===== config.mk =====
export PLATFORM = sky130hd
export DESIGN_NAME = lock_sequencer_flat
export DESIGN_NICKNAME = d
export VERILOG_FILES = /design/src/rtl/lock_seq_pkg.sv /design/src/rtl/lock_seq_if.sv /design/src/rtl/lock_seq_timer.sv /design/src/rtl/lock_sequencer.sv /design/src/flat_wrapper.sv
export SDC_FILE = /design/constraint.sdc
export NUM_CORES = 1
export LEC_CHECK = 0
export CAP_MARGIN = 30
export CELL_PAD_IN_SITES_DETAIL_PLACEMENT = 1
export CELL_PAD_IN_SITES_GLOBAL_PLACEMENT = 2
export CORE_MARGIN = 1
export CORE_UTILIZATION = 38
export DETAILED_ROUTE_END_ITERATION = 8
export PLACE_DENSITY = 0.82
export SLEW_MARGIN = 20
export SYNTH_ARGS = -nofsm -noshare
export SYNTH_HDL_FRONTEND = slang
export SYNTH_SLANG_ARGS = --single-unit

===== constraint.sdc =====
create_clock -name clock -period 6.3 [get_ports clock]
set_input_delay 1.575 -clock clock [delete_from_list [all_inputs] [get_ports clock]]
set_output_delay 1.575 -clock clock [all_outputs]
set_load 0.01 [all_outputs]

===== src/rtl/lock_seq_pkg.sv =====
// Shared types and constants for the lock sequencer: FSM states, status encodings, digit width.
// Build option LOCK_SEQ_AUTORELOCK_EN is consumed by lock_sequencer, not by this package.
package lock_seq_pkg;

  localparam int unsigned DIGIT_W = 4;

  typedef enum logic [2:0] {
    StLocked,
    StEntry,
    StOpen,
    StProgram,
    StLockout
  } state_e;

  localparam logic [1:0] STAT_LOCKED  = 2'b00;
  localparam logic [1:0] STAT_OPEN    = 2'b01;
  localparam logic [1:0] STAT_PROG    = 2'b10;
  localparam logic [1:0] STAT_LOCKOUT = 2'b11;

  // ENTRY is still "locked" from the display's point of view.
  function automatic logic [1:0] status_of(state_e s);
    case (s)
      StOpen:    return STAT_OPEN;
      StProgram: return STAT_PROG;
      StLockout: return STAT_LOCKOUT;
      default:   return STAT_LOCKED;
    endcase
  endfunction

  function automatic int unsigned max_u(int unsigned a, int unsigned b);
    return (a > b) ? a : b;
  endfunction

endpackage


===== src/rtl/lock_seq_if.sv =====
// Pulse/digit inputs and display-facing outputs of the lock sequencer.
// The sequencer uses the slave modport; whoever drives the pulses uses master.
interface lock_seq_if;
  import lock_seq_pkg::*;

  logic               pulse_enter;
  logic               pulse_change;
  logic [DIGIT_W-1:0] sw;
  logic [1:0]         status;
  logic [2:0]         digit_idx;
  logic               err;
  logic               unlocked;

  modport master (
    output pulse_enter,
    output pulse_change,
    output sw,
    input  status,
    input  digit_idx,
    input  err,
    input  unlocked
  );

  modport slave (
    input  pulse_enter,
    input  pulse_change,
    input  sw,
    output status,
    output digit_idx,
    output err,
    output unlocked
  );

endinterface


===== src/rtl/lock_seq_timer.sv =====
// Loadable down-counter with zero flag, shared by the lockout and auto-relock timeouts.
// Load takes priority over counting; the count holds at zero.
module lock_seq_timer #(
  parameter int unsigned Width = 4
) (
  input  logic             clock,
  input  logic             reset,
  input  logic             load,
  input  logic [Width-1:0] load_val,
  input  logic             en,
  output logic             zero
);

  logic [Width-1:0] count_q;

  always_ff @(posedge clock) begin
    if (reset) begin
      count_q <= '0;
    end else if (load) begin
      count_q <= load_val;
    end else if (en && (count_q != '0)) begin
      count_q <= count_q - Width'(1);
    end
  end

  assign zero = (count_q == '0);

endmodule


===== src/rtl/lock_sequencer.sv =====
// Multi-digit code entry, failed-attempt lockout and code reprogramming for the digital lock.
// Define LOCK_SEQ_AUTORELOCK_EN to relock automatically after RELOCK_CYCLES idle cycles in OPEN.
module lock_sequencer
  import lock_seq_pkg::*;
#(
  parameter int unsigned              DIGITS         = 4,
  parameter logic [DIGITS*DIGIT_W-1:0] RESET_CODE    = 16'h1234,
  parameter int unsigned              MAX_FAIL       = 3,
  parameter int unsigned              LOCKOUT_CYCLES = 1000,
  parameter int unsigned              RELOCK_CYCLES  = 5000
) (
  input logic       clock,
  input logic       reset,
  lock_seq_if.slave bus
);

  localparam int unsigned CodeW = DIGITS * DIGIT_W;
  localparam int unsigned TMax  = max_u(LOCKOUT_CYCLES, RELOCK_CYCLES);
  localparam int unsigned TW    = (TMax > 1) ? $clog2(TMax) : 1;

  localparam logic [TW-1:0] LockLoad = TW'(LOCKOUT_CYCLES - 1);
`ifdef LOCK_SEQ_AUTORELOCK_EN
  localparam logic [TW-1:0] RelockLoad = TW'(RELOCK_CYCLES - 1);
`endif

  state_e             state_q, state_d;
  logic [2:0]         idx_q, idx_d;
  logic               mism_q, mism_d;
  logic [3:0]         fail_q, fail_d;
  logic [CodeW-1:0]   code_q, code_d;
  logic [CodeW-1:0]   shadow_q, shadow_d;
  logic               err_q, err_d;
  logic [1:0]         status_q;
  logic               unlocked_q;

  logic [DIGIT_W-1:0] cur_digit;
  logic [CodeW-1:0]   shadow_wr;
  logic               last;
  logic               miss;
  logic [3:0]         fail_inc;
  logic               tmr_load;
  logic [TW-1:0]      tmr_val;
  logic               tmr_en;
  logic               tmr_zero;

  lock_seq_timer #(
    .Width (TW)
  ) u_timer (
    .clock    (clock),
    .reset    (reset),
    .load     (tmr_load),
    .load_val (tmr_val),
    .en       (tmr_en),
    .zero     (tmr_zero)
  );

  // Digit 0 lives in the most significant nibble.
  always_comb begin
    cur_digit = '0;
    shadow_wr = shadow_q;
    for (int unsigned d = 0; d < DIGITS; d++) begin
      if (idx_q == 3'(d)) begin
        cur_digit = code_q[(DIGITS-1-d)*DIGIT_W +: DIGIT_W];
        shadow_wr[(DIGITS-1-d)*DIGIT_W +: DIGIT_W] = bus.sw;
      end
    end
  end

  assign last     = (idx_q == 3'(DIGITS - 1));
  assign miss     = (bus.sw != cur_digit);
  assign fail_inc = fail_q + 4'd1;

`ifdef LOCK_SEQ_AUTORELOCK_EN
  assign tmr_en = (state_q == StLockout) || (state_q == StOpen);
`else
  assign tmr_en = (state_q == StLockout);
`endif

  always_comb begin
    state_d  = state_q;
    idx_d    = idx_q;
    mism_d   = mism_q;
    fail_d   = fail_q;
    code_d   = code_q;
    shadow_d = shadow_q;
    err_d    = 1'b0;
    tmr_load = 1'b0;
    tmr_val  = LockLoad;

    unique case (state_q)
      StLocked, StEntry: begin
        if (bus.pulse_change) begin
          state_d = StLocked;
          idx_d   = '0;
          mism_d  = 1'b0;
        end else if (bus.pulse_enter) begin
          if (!last) begin
            state_d = StEntry;
            idx_d   = idx_q + 3'd1;
            mism_d  = mism_q | miss;
          end else begin
            idx_d  = '0;
            mism_d = 1'b0;
            if (!(mism_q | miss)) begin
              state_d = StOpen;
              fail_d  = '0;
`ifdef LOCK_SEQ_AUTORELOCK_EN
              tmr_load = 1'b1;
              tmr_val  = RelockLoad;
`endif
            end else begin
              fail_d = fail_inc;
              err_d  = 1'b1;
              if (fail_inc == 4'(MAX_FAIL)) begin
                state_d  = StLockout;
                tmr_load = 1'b1;
                tmr_val  = LockLoad;
              end else begin
                state_d = StLocked;
              end
            end
          end
        end
      end

      StOpen: begin
`ifdef LOCK_SEQ_AUTORELOCK_EN
        if (bus.pulse_enter || bus.pulse_change) begin
          tmr_load = 1'b1;
          tmr_val  = RelockLoad;
        end
`endif
        if (bus.pulse_change) begin
          state_d = StProgram;
          idx_d   = '0;
        end else if (bus.pulse_enter) begin
          state_d = StLocked;
          idx_d   = '0;
          mism_d  = 1'b0;
`ifdef LOCK_SEQ_AUTORELOCK_EN
        end else if (tmr_zero) begin
          state_d = StLocked;
          idx_d   = '0;
          mism_d  = 1'b0;
`endif
        end
      end

      StProgram: begin
        if (bus.pulse_change) begin
          state_d = StOpen;
          idx_d   = '0;
`ifdef LOCK_SEQ_AUTORELOCK_EN
          tmr_load = 1'b1;
          tmr_val  = RelockLoad;
`endif
        end else if (bus.pulse_enter) begin
          shadow_d = shadow_wr;
          if (last) begin
            // Commit includes the digit being written this cycle.
            code_d  = shadow_wr;
            state_d = StOpen;
            idx_d   = '0;
`ifdef LOCK_SEQ_AUTORELOCK_EN
            tmr_load = 1'b1;
            tmr_val  = RelockLoad;
`endif
          end else begin
            idx_d = idx_q + 3'd1;
          end
        end
      end

      StLockout: begin
        if (tmr_zero) begin
          state_d = StLocked;
          fail_d  = '0;
          idx_d   = '0;
          mism_d  = 1'b0;
        end
      end

      default: begin
        state_d = StLocked;
        idx_d   = '0;
        mism_d  = 1'b0;
      end
    endcase
  end

  always_ff @(posedge clock) begin
    if (reset) begin
      state_q    <= StLocked;
      idx_q      <= '0;
      mism_q     <= 1'b0;
      fail_q     <= '0;
      code_q     <= RESET_CODE;
      shadow_q   <= '0;
      err_q      <= 1'b0;
      status_q   <= STAT_LOCKED;
      unlocked_q <= 1'b0;
    end else begin
      state_q    <= state_d;
      idx_q      <= idx_d;
      mism_q     <= mism_d;
      fail_q     <= fail_d;
      code_q     <= code_d;
      shadow_q   <= shadow_d;
      err_q      <= err_d;
      status_q   <= status_of(state_d);
      unlocked_q <= (state_d == StOpen) || (state_d == StProgram);
    end
  end

  assign bus.status    = status_q;
  assign bus.digit_idx = idx_q;
  assign bus.err       = err_q;
  assign bus.unlocked  = unlocked_q;

endmodule


===== src/flat_wrapper.sv =====
// flat-port wrapper written by rule: the top's interface ports become plain ports
module lock_sequencer_flat import lock_seq_pkg::*;
#(
  parameter int unsigned              DIGITS         = 4,
  parameter logic [DIGITS*DIGIT_W-1:0] RESET_CODE    = 16'h1234,
  parameter int unsigned              MAX_FAIL       = 3,
  parameter int unsigned              LOCKOUT_CYCLES = 1000,
  parameter int unsigned              RELOCK_CYCLES  = 5000
)
  (clock, reset, bus_pulse_enter, bus_pulse_change, bus_sw, bus_status, bus_digit_idx, bus_err, bus_unlocked);
  lock_seq_if bus_i ();
  input logic clock;
  input logic reset;
  input wire logic [$bits(bus_i.pulse_enter)-1:0] bus_pulse_enter;
  input wire logic [$bits(bus_i.pulse_change)-1:0] bus_pulse_change;
  input wire logic [$bits(bus_i.sw)-1:0] bus_sw;
  output wire logic [$bits(bus_i.status)-1:0] bus_status;
  output wire logic [$bits(bus_i.digit_idx)-1:0] bus_digit_idx;
  output wire logic [$bits(bus_i.err)-1:0] bus_err;
  output wire logic [$bits(bus_i.unlocked)-1:0] bus_unlocked;
  assign bus_i.pulse_enter = bus_pulse_enter;
  assign bus_i.pulse_change = bus_pulse_change;
  assign bus_i.sw = bus_sw;
  assign bus_status = bus_i.status;
  assign bus_digit_idx = bus_i.digit_idx;
  assign bus_err = bus_i.err;
  assign bus_unlocked = bus_i.unlocked;
  lock_sequencer #(.DIGITS(DIGITS), .RESET_CODE(RESET_CODE), .MAX_FAIL(MAX_FAIL), .LOCKOUT_CYCLES(LOCKOUT_CYCLES), .RELOCK_CYCLES(RELOCK_CYCLES)) u_core (.clock(clock), .reset(reset), .bus(bus_i));
endmodule

==> metrics, run 1 <==
Max Freq=266 MHz; most common cell after layout, fill and taps aside=dfxtp_1; Worst Tran Pin Value=971 ps; switching power=0.159 mW; Arr. time, crit path=~4000 ps; Die Y=around 90 um; Slowest-stage cell, CP=and2_1; TritonCTS clock tree=built; Die ar.=around 8000 um^2; Logic pwr share=0.082; Power per Cell Area=roughly 200 nW/um^2; maximum capacitance violations=0; # clock sinks=56; run status=completed; Post-synth EDFFs=0; sequential share of the synthesized area=0.384; Synth-to-Final Area Change=9.09%; crit end category=register; largest family of logic cells by synthesized area=simple AND/OR/NAND/NOR gates; FF+latch count, synth=56; Adder-Cell Fraction of Synth Area=0.0300; DR vias=between 2,000 and 2,500; Critical Path Start Type=input pin; Nets=366; starting density of the core=0.398; hpwl dp=5170 um; synth warn=0; setup TNS=0 ps; clk slew on worst S/H paths=about 110 ps; H-Tree Depth=2; layer with the highest usage=met2; GPL Wtd Cong=0.742; First-pass DRT Iterations=4; Die W=around 90 um; Synth Area in Simple Gates=0.245; Overall Global Routing Usage=0.198; xor and xnor area share after synthesis=0.0390; Wirelength per Cell=about 16 um; commonest non-fill, non-tap cells in the layout=dfxtp_1, nand2_1, nor2_1; met2 usage=0.337; antenna violations before repair=0; Leakage Power=1.11 nW; vias in the first global route=between 2,000 and 2,500; Final Cell Area=about 3200 um^2; CTS Hold Buffers Added=0; Placed Area=approximately 3100 um^2; worst path buffer plus inverter count=1; DR vias/cell=about 5.5; largest net degree at the start of global routing=43; final period utilization=0.597; Internal=between 0.4 and 0.5 mW; GR Util met1=0.257; number of inserted diodes=0; Sw Ratio=0.244; post-CTS resize count=0; Max Slew Vio Count=0; Crit Path Category=input pin to register; dominant synthesized flop cell=dfxtp_1; clock network fraction of total power=0.372; Min Clock Period, post-route=about 3800 ps; grt met3 use=0.0329; Final Hold Vio Count=0; RSZ-0062 raised after global routing=false; Peak VDD IR=around 0.1 mV; FFs w/ async S/R, synth=0; clk_lat worst skew=320 ps; clk buf depth=2; Port Buffers=14; residual DRC count=0; share of layout cells above drive strength 1=0.0682; Compound-Gate Fraction of Synth Area=0.204; Rows=31; Power Total=0.653 mW; max incr delay on CP=680 ps; CTS buffer count=5; Setup Viol. Count Final=0; CP dominant cell by count=nor2_1; total wire length=between 7000 and 8000 um; DR iter-0 viols=64; total grt overflow=0; Synth Cell Area=2920 um^2; first-pass GRT wire length=12,100 um; Synth Area per Inst=between 8 and 9 um^2; Core Footprint=7330 um^2; FILL cells=between 800 and 900; synthesized instance count=~350; worst hold path class=register to register; Routed Antenna Nets=0; postcts setup bufs=0; crit path max fanout=20; Rel. slew slack=0.344; Top delay family on crit path=simple AND/OR/NAND/NOR gates; Cell variety after synth=50; post-synthesis mux area share=0.0454; crit-path cells=clkdlybuf4s50_1 -> nor2_1 -> and4_1 -> and2_1 -> nor2_1 -> a211oi_1; I/O Pins=15; Crit path required time=approximately 6500 ps; Reg power frac=0.547; CTS Root Buffer Type=clkbuf_8; Worst Clk Skew=approximately 7 ps; Synth Net Count=around 370; Util after Layout=0.434
==> Yosys cell counts, types with 2 or more instances <==
library cell | instances | area share
and2_1 | 4 | 0.0086
inv_1 | 13 | 0.017
a21oi_1 | 26 | 0.045
o211ai_1 | 3 | 0.0077
a221o_1 | 2 | 0.0069
mux2_2 | 2 | 0.0077
nor2b_1 | 14 | 0.030
nand3b_1 | 3 | 0.0077
o21a_1 | 2 | 0.0051
ha_1 | 7 | 0.030
dfxtp_1 | 56 | 0.38
nand2b_1 | 7 | 0.015
xnor2_1 | 6 | 0.018
buf_6 | 2 | 0.0077
clkbuf_1 | 13 | 0.017
nor3b_1 | 5 | 0.013
a211oi_1 | 12 | 0.031
nand4_1 | 5 | 0.011
and3_1 | 2 | 0.0043
nor4_1 | 3 | 0.0064
o21ai_2 | 8 | 0.024
buf_2 | 3 | 0.0051
a31oi_1 | 4 | 0.0086
a22o_1 | 2 | 0.0060
nand2_1 | 39 | 0.050
xor2_1 | 7 | 0.021
nand3_1 | 15 | 0.026
nor3_1 | 6 | 0.010
mux2i_1 | 11 | 0.038
buf_1 | 5 | 0.0064
o31ai_1 | 8 | 0.021
nor2_1 | 30 | 0.039
or4_1 | 2 | 0.0051
o21ai_0 | 10 | 0.017
==> through the flow <==
stage                     instances  worst slack (ps)  hold WS, ps
after floorplan                 353              3160          434
after global placement          443              2180          442
after detailed placement        443              2150          448
after CTS                       451              2490          464
after global routing            451              2270          490
final                           451              2540          460
==> state kept, by name, indices dropped and copies added (netlist names) <==
signal / count
u_core.u_timer.count_q: 13
u_core.code_q: 16
u_core.bus.status: 2
u_core.shadow_q: 12
u_core.bus.err: 1
u_core.state_q: 3
u_core.bus.digit_idx: 3
u_core.fail_q: 4
u_core.bus.unlocked: 1
u_core.mism_q: 1
==> cell families (layout without fill, tap and decap cells) <==
kind of cell             count (synthesis)  count (layout)
AND/OR/NAND/NOR                        141             141
flip-flops                              56              56
XOR/XNOR                                13              13
AO/OA/AOI/OAI                           87              87
multiplexers                            13              13
buffers and inverters                   36              35
adder cells (fa/ha/maj)                  7               7
==> power by group through the flow <==
stage	combinational (mW)	sequential, mW	clock, mW
finish	0.0532	0.357	0.243
global route	0.0592	0.357	0.262
CTS	0.0541	0.357	0.251
detailed placement	0.0537	0.365	0
global placement	0.0536	0.365	0
floorplan	0.0384	0.365	0
==> layout make-up <==
class	instances	area, um^2	share of cell area
well taps	99	124	0.0389
flip-flops and latches	56	1120	0.352
clock buffers	5	68.8	0.0216
multi-input cells	261	1640	0.516
repair buffers	14	135	0.0424
clock inverters	3	42.5	0.0134
inverters	13	48.8	0.0153
==> per-layer routing <==
layer / routed length, um / vias to the layer above / part of all wire
li1: - / 1240 / -
met1: 3420 / 1184 / 0.48
met5: 0 / - / 0
met3: 127 / 10 / 0.018
met4: 111 / 0 / 0.015
met2: 3530 / 24 / 0.49
==> worst register-to-register path, delay by kind of cell (launching register included) <==
family	cells	cell delay, ps
buf+inv	1	100
flops	1	400
compound gates	3	710
fa+ha+maj	1	290
simple gates	3	1130
==> final timing paths <==
path                                              start                        end  slack (ps)  cells past startpoint
worst max-delay path                   bus_pulse_change          u_core.code_q[13]        2540                      6
worst min-delay path                u_core.shadow_q[15]        u_core.shadow_q[15]         460                      2
worst max register to register  u_core.bus.digit_idx[1]  u_core.u_timer.count_q[7]        3620                      8
worst min register to register      u_core.shadow_q[15]        u_core.shadow_q[15]         460                      2
(Power assumes the default switching activity.)
==> run 2, diff against run 1 <==
--- a/config.mk
+++ b/config.mk
@@ -9,9 +9,9 @@
 export CELL_PAD_IN_SITES_DETAIL_PLACEMENT = 1
 export CELL_PAD_IN_SITES_GLOBAL_PLACEMENT = 2
 export CORE_MARGIN = 1
-export CORE_UTILIZATION = 38
+export CORE_UTILIZATION = 33
 export DETAILED_ROUTE_END_ITERATION = 8
-export PLACE_DENSITY = 0.82
+export PLACE_DENSITY = 0.75
 export SLEW_MARGIN = 20
 export SYNTH_ARGS = -nofsm -noshare
 export SYNTH_HDL_FRONTEND = slang
==> constraint.sdc (replaced) <==
create_clock -name clock -period 3.4 [get_ports clock]
set_input_delay 0.85 -clock clock [delete_from_list [all_inputs] [get_ports clock]]
set_output_delay 0.85 -clock clock [all_outputs]
set_load 0.01 [all_outputs]
==> metrics, run 2 (same netlist as run 1, synthesis figures left out) <==
run status=completed; DR vias/cell=roughly 5.3; FILL cells=slightly above 1,000; total grt overflow=0; max incr delay on CP=roughly 700 ps; switching power=0.282 mW; layer with the highest usage=met2; commonest non-fill, non-tap cells in the layout=dfxtp_1, nand2_1, nor2_1; Port Buffers=14; Max Slew Vio Count=0; CTS Hold Buffers Added=0; Worst Tran Pin Value=827 ps; Top delay family on crit path=simple AND/OR/NAND/NOR gates; Crit Path Category=input pin to register; Sw Ratio=0.242; First-pass DRT Iterations=4; Largest Register=u_core.code_q; Rel. slew slack=0.448; Nets=376; RSZ-0062 raised after global routing=false; TritonCTS clock tree=built; largest net degree at the start of global routing=21; Finished Layout Cells=466; Die W=about 96 um; residual DRC count=0; Util after Layout=0.388; Rows=33; Peak VDD IR=~0.21 mV; number of flip-flops in the largest register=16; DR iter-0 viols=approximately 70; CTS buffer count=5; crit end category=register; Die Y=just under 100 um; Power per Cell Area=roughly 360 nW/um^2; Reg power frac=0.568; clk_lat worst skew=~300 ps; Internal=just under 0.9 mW; post-CTS resize count=0; worst path buffer plus inverter count=1; Die ar.=9230 um^2; Slowest-stage cell, CP=clkdlybuf4s50_1; clock network fraction of total power=0.338; CTS Root Buffer Type=clkbuf_8; Arr. time, crit path=2990 ps; # clock sinks=56; Synth-to-Final Area Change=11.4%; most common cell after layout, fill and taps aside=dfxtp_1; grt met3 use=0.0292; Critical Path Start Type=input pin; share of layout cells above drive strength 1=0.0914; maximum capacitance violations=0; I/O Pins=15; clk slew on worst S/H paths=~100 ps; Max Freq=about 360 MHz; Final Hold Vio Count=0; number of inserted diodes=0; postcts setup bufs=0; antenna violations before repair=0; Inst Count DP=between 400 and 500; DR vias=2,460; Worst Clk Skew=roughly 9.8 ps; biggest regs=u_core.code_q (16), u_core.u_timer.count_q (13), u_core.shadow_q (12); Overall Global Routing Usage=0.181; GPL Wtd Cong=roughly 0.8; H-Tree Depth=2; worst hold path class=register to register; crit-path cells=clkdlybuf4s50_1 -> nor2b_1 -> o31ai_1 -> o221ai_2 -> nor3_2 -> or4_1 -> o21ai_2; Setup Viol. Count Final=0; final period utilization=0.828; Logic pwr share=0.094; vias in the first global route=roughly 2,500; Leakage Power=between 1 and 1.5 nW; GR Util met1=0.236; Crit path required time=3580 ps; met2 usage=0.313; setup TNS=0 ps; hpwl dp=5520 um; first-pass GRT wire length=12,800 um; Min Clock Period, post-route=about 2800 ps; Core Footprint=around 8400 um^2; crit path max fanout=10; Routed Antenna Nets=0; starting density of the core=0.348; total wire length=7460 um; clk buf depth=2; Wirelength per Cell=16.0 um
[run 2: worst register-to-register path, delay by kind of cell (launching register included)]
| kind | cells | cell delay (ps) |
|---|---|---|
| compound gates | 4 | 880 |
| simple gates | 2 | 870 |
| fa+ha+maj | 1 | 410 |
| flops | 1 | 350 |
| buf+inv | 1 | 130 |
[run 2: power by group through the flow]
stage | clock, mW | combinational, mW | sequential [mW]
finish | 0.394 | 0.110 | 0.661
global route | 0.439 | 0.122 | 0.662
CTS | 0.414 | 0.111 | 0.662
detailed placement | 0 | 0.110 | 0.677
global placement | 0 | 0.109 | 0.677
floorplan | 0 | 0.0712 | 0.676
[run 2: worst paths after layout]
| kind | from | to | slack (ps) | cells past startpoint |
|---|---|---|---|---|
| worst min register to register | u_core.shadow_q[12] | u_core.shadow_q[12] | 460 | 2 |
| worst max register to register | u_core.bus.digit_idx[0] | u_core.u_timer.count_q[8] | 700 | 8 |
| worst min-delay path | u_core.shadow_q[12] | u_core.shadow_q[12] | 460 | 2 |
| worst max-delay path | bus_sw[1] | u_core.u_timer.count_q[8] | 590 | 7 |
[run 2: layout make-up]
cell class | instances | area [um^2] | share of cell area
multi-input cells | 261 | 1640 | 0.506
flip-flops and latches | 56 | 1120 | 0.345
repair buffers | 24 | 210 | 0.0646
well taps | 105 | 131 | 0.0404
clock buffers | 7 | 96.3 | 0.0296
inverters | 13 | 48.8 | 0.0150
[run 2: per-stage QoR]
step | setup WS (ps) | area (um^2) | power (mW) | hold slack, ps
after floorplan | 989 | 2920 | 0.748 | 434
after global placement | 307 | 3150 | 0.785 | 443
after detailed placement | 216 | 3160 | 0.786 | 449
after CTS | 582 | 3250 | 1.19 | 463
after global routing | 336 | 3250 | 1.22 | 475
final | 585 | 3250 | 1.16 | 460
[run 2: layer usage]
metal / share of wire / vias up
li1: - / 1258
met3: 0.016 / 4
met4: 0.0071 / 0
met5: 0 / -
met2: 0.48 / 17
met1: 0.50 / 1181
